--- src/rtl/ir_counter_bank_if.sv ---
// Signal bundle between the IR counter bank and its driver: detector lines,
// per-channel clears, display select and the counter results.
interface ir_counter_bank_if #(
    parameter int CHANNELS = 4,
    parameter int CNT_W    = 8
);
    localparam int SEL_W = (CHANNELS > 1) ? $clog2(CHANNELS) : 1;

    logic [CHANNELS-1:0] IR;
    logic [CHANNELS-1:0] clear;
    logic [SEL_W-1:0]    sel;
    logic [CNT_W-1:0]    count_out;
    logic [CHANNELS-1:0] event_pulse;
    logic [CHANNELS-1:0] thresh_hit;
    logic                Salida_contador;

    modport master (
        output IR, clear, sel,
        input  count_out, event_pulse, thresh_hit, Salida_contador
    );

    modport slave (
        input  IR, clear, sel,
        output count_out, event_pulse, thresh_hit, Salida_contador
    );
endinterface

--- src/rtl/ir_counter_bank.sv ---
// Multi-channel IR event counter: per-channel 2-flop synchroniser, debouncer,
// saturating counter with sticky threshold flag, and a selected-channel readout.
module ir_counter_bank #(
    parameter int CHANNELS        = 4,
    parameter int CNT_W           = 8,
    parameter int DEBOUNCE_CYCLES = 500000,
    parameter int THRESH          = 10,
    parameter bit ACTIVE_LOW      = 1'b1
) (
    input  logic                clk,
    input  logic                rst,
    ir_counter_bank_if.slave    bus
);
    localparam int SEL_W  = (CHANNELS > 1) ? $clog2(CHANNELS) : 1;
    localparam int DCNT_W = $clog2(DEBOUNCE_CYCLES);

    localparam logic              INACTIVE = ACTIVE_LOW;
    localparam logic              ACTIVE   = ~ACTIVE_LOW;
    localparam logic [DCNT_W-1:0] DCNT_MAX = DCNT_W'(DEBOUNCE_CYCLES - 1);
    localparam logic [CNT_W-1:0]  CNT_MAX  = '1;
    localparam logic [CNT_W-1:0]  THRESH_V = CNT_W'(THRESH);

    logic [CHANNELS-1:0] s1_q;
    logic [CHANNELS-1:0] s2_q;
    logic [CHANNELS-1:0] stb_q;
    logic [CHANNELS-1:0] stb_d;
    logic [DCNT_W-1:0]   dcnt_q [CHANNELS];
    logic [DCNT_W-1:0]   dcnt_d [CHANNELS];
    logic [CNT_W-1:0]    cnt_q  [CHANNELS];
    logic [CNT_W-1:0]    cnt_d  [CHANNELS];
    logic [CHANNELS-1:0] event_q;
    logic [CHANNELS-1:0] event_d;
    logic [CHANNELS-1:0] thresh_q;
    logic [CHANNELS-1:0] thresh_d;
    logic [CNT_W-1:0]    count_out_q;
    logic [CNT_W-1:0]    count_out_d;
    logic                salida_q;
    logic                salida_d;

    always_comb begin
        for (int i = 0; i < CHANNELS; i++) begin
            stb_d[i]    = stb_q[i];
            dcnt_d[i]   = dcnt_q[i];
            event_d[i]  = 1'b0;
            cnt_d[i]    = cnt_q[i];
            thresh_d[i] = thresh_q[i];

            if (s2_q[i] == stb_q[i]) begin
                dcnt_d[i] = '0;
            end else if (dcnt_q[i] == DCNT_MAX) begin
                stb_d[i]   = s2_q[i];
                dcnt_d[i]  = '0;
                // Only the press edge counts; releases just re-arm the channel.
                event_d[i] = (s2_q[i] == ACTIVE);
            end else begin
                dcnt_d[i] = dcnt_q[i] + 1'b1;
            end

            // Clear beats a coincident detection, but the strobe still fires.
            if (bus.clear[i]) begin
                cnt_d[i]    = '0;
                thresh_d[i] = 1'b0;
            end else begin
                if (event_d[i] && (cnt_q[i] != CNT_MAX)) begin
                    cnt_d[i] = cnt_q[i] + 1'b1;
                end
                thresh_d[i] = thresh_q[i] | (cnt_d[i] >= THRESH_V);
            end
        end
    end

    always_comb begin
        count_out_d = '0;
        if (int'(bus.sel) < CHANNELS) begin
            count_out_d = cnt_q[bus.sel];
        end
        salida_d = |thresh_q;
    end

    always_ff @(posedge clk) begin
        if (rst) begin
            s1_q        <= {CHANNELS{INACTIVE}};
            s2_q        <= {CHANNELS{INACTIVE}};
            stb_q       <= {CHANNELS{INACTIVE}};
            event_q     <= '0;
            thresh_q    <= '0;
            count_out_q <= '0;
            salida_q    <= 1'b0;
            for (int i = 0; i < CHANNELS; i++) begin
                dcnt_q[i] <= '0;
                cnt_q[i]  <= '0;
            end
        end else begin
            s1_q        <= bus.IR;
            s2_q        <= s1_q;
            stb_q       <= stb_d;
            event_q     <= event_d;
            thresh_q    <= thresh_d;
            count_out_q <= count_out_d;
            salida_q    <= salida_d;
            for (int i = 0; i < CHANNELS; i++) begin
                dcnt_q[i] <= dcnt_d[i];
                cnt_q[i]  <= cnt_d[i];
            end
        end
    end

    assign bus.count_out       = count_out_q;
    assign bus.event_pulse     = event_q;
    assign bus.thresh_hit      = thresh_q;
    assign bus.Salida_contador = salida_q;
endmodule
--- src/flat_wrapper.sv ---
// flat-port wrapper written by rule: the top's interface ports become plain ports
module ir_counter_bank_flat 
#(
    parameter int CHANNELS        = 4,
    parameter int CNT_W           = 8,
    parameter int DEBOUNCE_CYCLES = 500000,
    parameter int THRESH          = 10,
    parameter bit ACTIVE_LOW      = 1'b1
)
  (clk, rst, bus_IR, bus_clear, bus_sel, bus_count_out, bus_event_pulse, bus_thresh_hit, bus_Salida_contador);
  ir_counter_bank_if #(.CHANNELS(CHANNELS), .CNT_W(CNT_W)) bus_i ();
  input  logic clk;
  input  logic rst;
  input wire logic [$bits(bus_i.IR)-1:0] bus_IR;
  input wire logic [$bits(bus_i.clear)-1:0] bus_clear;
  input wire logic [$bits(bus_i.sel)-1:0] bus_sel;
  output wire logic [$bits(bus_i.count_out)-1:0] bus_count_out;
  output wire logic [$bits(bus_i.event_pulse)-1:0] bus_event_pulse;
  output wire logic [$bits(bus_i.thresh_hit)-1:0] bus_thresh_hit;
  output wire logic [$bits(bus_i.Salida_contador)-1:0] bus_Salida_contador;
  assign bus_i.IR = bus_IR;
  assign bus_i.clear = bus_clear;
  assign bus_i.sel = bus_sel;
  assign bus_count_out = bus_i.count_out;
  assign bus_event_pulse = bus_i.event_pulse;
  assign bus_thresh_hit = bus_i.thresh_hit;
  assign bus_Salida_contador = bus_i.Salida_contador;
  ir_counter_bank #(.CHANNELS(CHANNELS), .CNT_W(CNT_W), .DEBOUNCE_CYCLES(DEBOUNCE_CYCLES), .THRESH(THRESH), .ACTIVE_LOW(ACTIVE_LOW)) u_core (.clk(clk), .rst(rst), .bus(bus_i));
endmodule
--- config.mk ---
export PLATFORM = sky130hd
export DESIGN_NAME = ir_counter_bank_flat
export DESIGN_NICKNAME = d
export VERILOG_FILES = /design/src/rtl/ir_counter_bank_if.sv /design/src/rtl/ir_counter_bank.sv /design/src/flat_wrapper.sv
export SDC_FILE = /design/constraint.sdc
export NUM_CORES = 1
export LEC_CHECK = 0
export CAP_MARGIN = 20
export CELL_PAD_IN_SITES_DETAIL_PLACEMENT = 0
export CELL_PAD_IN_SITES_GLOBAL_PLACEMENT = 2
export CORE_MARGIN = 2
export CORE_UTILIZATION = 38
export CTS_CLUSTER_DIAMETER = 50
export CTS_CLUSTER_SIZE = 20
export DETAILED_ROUTE_END_ITERATION = 7
export GPL_ROUTABILITY_DRIVEN = 0
export GPL_TIMING_DRIVEN = 1
export PLACE_DENSITY = 0.84
export SYNTH_ARGS = -nofsm -noshare
export SYNTH_HDL_FRONTEND = slang
export SYNTH_SLANG_ARGS = --single-unit
--- constraint.sdc ---
create_clock -name clk -period 3.4 [get_ports clk]
set_input_delay 0.34 -clock clk [delete_from_list [all_inputs] [get_ports clk]]
set_output_delay 0.34 -clock clk [all_outputs]
set_load 0.02 [all_outputs]
Word-level counts from Yosys, hierarchy flattened
Memories as Yosys holds them, arrays and structs flattened. A register that Yosys moved wholly into a read port is not among the register bits.
Index checks and enable logic that the tools add are counted.
{ "word_totals": {"register_bits": 21, "ram_bits": 108, "in_bits": 12, "elab_cells": 110, "memories": 2} }
{ "memory_table": {"columns": ["memory", "words", "word_bits", "rd", "rd_clocked_by_memory_dff", "wr", "line_no", "source"], "rows": [
  ["u_core.dcnt_q", 4, 19, 4, 0, 4, "ir_counter_bank.sv:27", "logic [DCNT_W-1:0] dcnt_q [CHANNELS];"],
  ["u_core.cnt_q", 4, 8, 5, 1, 4, "ir_counter_bank.sv:29", "logic [CNT_W-1:0] cnt_q [CHANNELS];"]
]} }
{ "classes": {"addsub": 8, "n_lt_le_gt_ge": 4, "eq_ne": 12, "mux": 39, "bitwise": 20, "reduce_logical": 13} }
{ "op_table": {"columns": ["op", "n"], "rows": [
  ["19-bit 2-to-1 mux", 12],
  ["8-bit 2-to-1 mux", 16],
  ["19-bit by 1-bit adder with 19-bit output (second input constant)", 4],
  ["19-bit equality test (second input constant)", 4],
  ["8-bit by 1-bit adder with 8-bit output (second input constant)", 4],
  ["8-bit by 4-bit >= comparator with 1-bit output (second input constant)", 4],
  ["8-bit != test (second input constant)", 4],
  ["1-bit OR", 12],
  ["1-bit 2-to-1 mux", 11],
  ["1-bit inverter", 8],
  ["2-bit AND reduction", 4],
  ["2-bit OR reduction", 4],
  ["1-bit equality test", 4],
  ["1-bit logical AND", 4],
  ["4-bit OR reduction", 1]
]} }

Longest topological paths before layout
{ "depth": {"word_depth": 8, "mapped_depth": 8} }

Worst setup path after synthesis
Ideal clock, no wire load.
{ "synth_timing": {"path_kind": "register to register", "from": "memory u_core.dcnt_q[3][9] in the netlist's numbering", "to": "register u_core.thresh_q[3], in the netlist u_core.bus.thresh_hit[3]", "setup_time_ps": 124, "arrival_time_ps": 2312, "required_ps": 3276, "setup_slack_ps": 965, "path_stages_with_launch": 8, "period_less_slack_ps": 2435, "cell_sequence": "dfxtp_1 -> or4b_1 -> or4_1 -> buf_2 -> or4_1 -> o31ai_1 -> and4b_1 -> o2bb2ai_1"} }
{ "synth_lines": {"columns": ["item", "line_no", "source"], "rows": [
  ["start, declared", "ir_counter_bank.sv:27", null],
  ["end signal, assigned", "ir_counter_bank.sv:98", "thresh_q <= thresh_d;"],
  ["end, declared", "ir_counter_bank.sv:33", "logic [CHANNELS-1:0] thresh_q;"]
]} }

==> out/metrics.csv <==
metric,value,unit
rows,46,
clkTransAtPathRegs,0.06,ns
setup_viol,0,
cp-end-kind,flop,
crit_arrival,2.94,ns
nFillCells,1581,
antenna_left,0,
finalNetCount,743,
synth_cell_types,49,
htreeDepth,4,
diodes,0,
grt_pass1_wl,21.7,mm
power,0.00356,W
synth_edf_count,0,
powerDensity,488,nW/µm²
setup_tns,0,ns
hold_violations,0,
ys_ff_latch,137,
placed_area,6680,µm²
syn_area,6200,µm²
whs_path_depth,1,
fin_skew,0.00710,ns
die_area,17300,µm²
path_class,reg -> reg,
io_buffers,28,
routed_wl,12.8,mm
dr.first_iter.drc_count,205,
syn-num-nets,717,
leakagePower,2.38,nW
clock-root-buffer,clkbuf_16,
core-area,15900,µm²
grtUsageTotal,15.2,%
maxCapViolations,0,
via_count,4782,
die_height,132,µm
cts_tree,built,
synth_compound_area_share,4.22,%
grt_max_degree,22,
post-route-period-util,77.6,%
max_freq,0.379,GHz
post_cts_resized,0,
overflow,0,
path_max_fanout,9,
drive_above_1_share,8.42,%
drc_errors,0,
antenna_found_initial,0,
fin_crit,2.64,ns
reg2reg_depth,6,
yosys.area_share.simple,29.7,%
hp-class,reg -> reg,
clock_latency,0.42,ns
dp.final_hpwl,9.03,mm
synth_fa_ha_area_share,1.61,%
cts.sinks,137,
synth_ff_type,dfxtp_1,
start_kind,flop,
syn_inst,697,
cts_max_path_buffers,2,
design_area,7290,µm²
num_io_pins,29,
peakVddDrop,0.000358,V
drtPass1Iterations,4,
ctsHoldBuffers,0,
post_drt_wl_per_cell,13.5,µm
yosysWarnings,0,
fin_cells,952,
cts_setup_buffers,0,
syn_to_final_growth,17.6,%
synth_top_family_by_area,simple AND/OR/NAND/NOR gates,
rsz0062_at_grt,false,
die_w,132,µm
status,"complete, no violations",
via_per_inst,5.02,
cts_buffers,17,
dp.cells,920,
avgSynthCellArea,8.89,µm²
synthXorXnorAreaFrac,14.0,%
synthArstFlopShare,0,%
grt_pass1_vias,4535,
start_util,39.0,%
final_max_slew_viol_count,0,
worstMarginPinSlew,0.811,ns
slew-limit-headroom,45.5,%
seq_area_frac_synth,44.2,%
crit_required,3.70,ns
hold-worst-slack,0.410,ns
muxShareOfSynthArea,3.90,%
## kinds of logic (layout without fill, tap and decap cells)
kind of cell | after synthesis | after routing
simple gates | 362 | 362
flops | 137 | 137
xor+xnor | 99 | 99
compound gates | 40 | 40
buf+inv | 37 | 76
mux | 14 | 14
fa+ha+maj | 8 | 8
## synth_stat cells, types with 7 or more instances
cell type	count	area share [%]
dfxtp_1	137	44
nor2_1	129	7.8
xor2_1	56	7.9
nand2_1	51	3.1
xnor2_1	43	6.1
nand3_1	35	2.8
nand4_1	26	2.6
and3_1	18	1.8
clkbuf_1	18	1.1
nor3_1	15	1.2
or2_2	15	1.5
o21ai_0	14	1.1
inv_1	13	0.79
nor2b_1	12	1.2
nor4_1	9	0.91
a21oi_1	8	0.65
and4_1	8	1.1
ha_1	8	1.6
mux4_2	8	2.9
or3_1	8	0.81
nor4b_1	7	0.99
## power breakdown
| group | internal (W) | switching, W |
|---|---|---|
| combinational | 0.0000241 | 0.0000294 |
| clock | 0.00120 | 0.000685 |
| sequential | 0.00161 | 0.00000343 |
## cell type report
cell class | instances | area [µm²] | share of cell area, %
tap | 216 | 270 | 3.71
multi-input combinational | 523 | 3310 | 45.4
sequential | 137 | 2740 | 37.6
clock inverter | 12 | 148 | 2.02
clock buffer | 20 | 467 | 6.40
inverter | 13 | 48.8 | 0.669
timing repair buffer | 31 | 303 | 4.15
## routing by layer
metal | vias to the layer above | global-route usage [%] | routed length (µm)
li1 | 2459 | - | -
met1 | 2259 | 19.3 | 6170
met2 | 46 | 24.7 | 6020
met3 | 18 | 4.24 | 373
met4 | 0 | 5.74 | 251
met5 | - | 0 | 0
## through the flow
step           utilization, %  setup WS, ns
2_1_floorplan               -         0.965
3_3_place_gp             42.0         0.836
3_5_place_dp             42.0         0.789
4_1_cts                  45.9         0.764
5_1_grt                  45.9         0.618
6_report                 45.9         0.760
## cells in the final DEF (no fill, tap or decap), drive strengths merged, types with 3 or more instances in the layout
master         synthesis  routed
or2                   15      15
o2111ai                3       3
buf                    6       3
and3                  18      18
nand3                 35      35
nor3                  15      15
nor2                 129     129
nand2                 51      51
xnor2                 43      43
ha                     8       8
dfxtp                137     137
or3                    8       8
clkdlybuf4s50          0      28
bufinv                 0       3
and2                   5       5
clkbuf                18      20
a21oi                  8       8
nor2b                 12      12
and4                   8       8
clkinv                 0       4
nor4bb                 3       3
nand4                 26      26
nand3b                 3       3
clkinvlp               0       5
mux2i                  5       5
nor4b                  7       7
o21ai                 14      14
nor4                  10      10
inv                   13      13
xor2                  56      56
nand2b                 5       5
mux4                   8       8
## critical path, stage by stage (launching register included)
cell       delay (ns)
dfxtp_1          0.33
or4b_1           0.51
or4_1            0.70
or4_1            0.58
o31ai_1          0.09
and4b_1          0.24
o2bb2ai_1        0.07
## worst paths after layout
path	from	end	slack (ns)
worst max-delay path	u_core.dcnt_q[3][9]$_SDFF_PP0_	u_core.bus.thresh_hit[3]$_SDFF_PP0_	0.76
worst max register to register	u_core.dcnt_q[3][9]$_SDFF_PP0_	u_core.bus.thresh_hit[3]$_SDFF_PP0_	0.76
worst min register to register	u_core.s1_q[0]$_SDFF_PP1_	u_core.s2_q[0]$_SDFF_PP1_	0.41
worst min-delay path	u_core.s1_q[0]$_SDFF_PP1_	u_core.s2_q[0]$_SDFF_PP1_	0.41
## registers in the layout, indices dropped and copies added (netlist names)
| signal | cells |
|---|---|
| u_core.bus.Salida_contador | 1 |
| u_core.bus.count_out | 8 |
| u_core.bus.event_pulse | 4 |
| u_core.bus.thresh_hit | 4 |
| u_core.cnt_q | 32 |
| u_core.dcnt_q | 76 |
| u_core.s1_q | 4 |
| u_core.s2_q | 4 |
| u_core.stb_q | 4 |
Power figures use the tool's default switching activity.
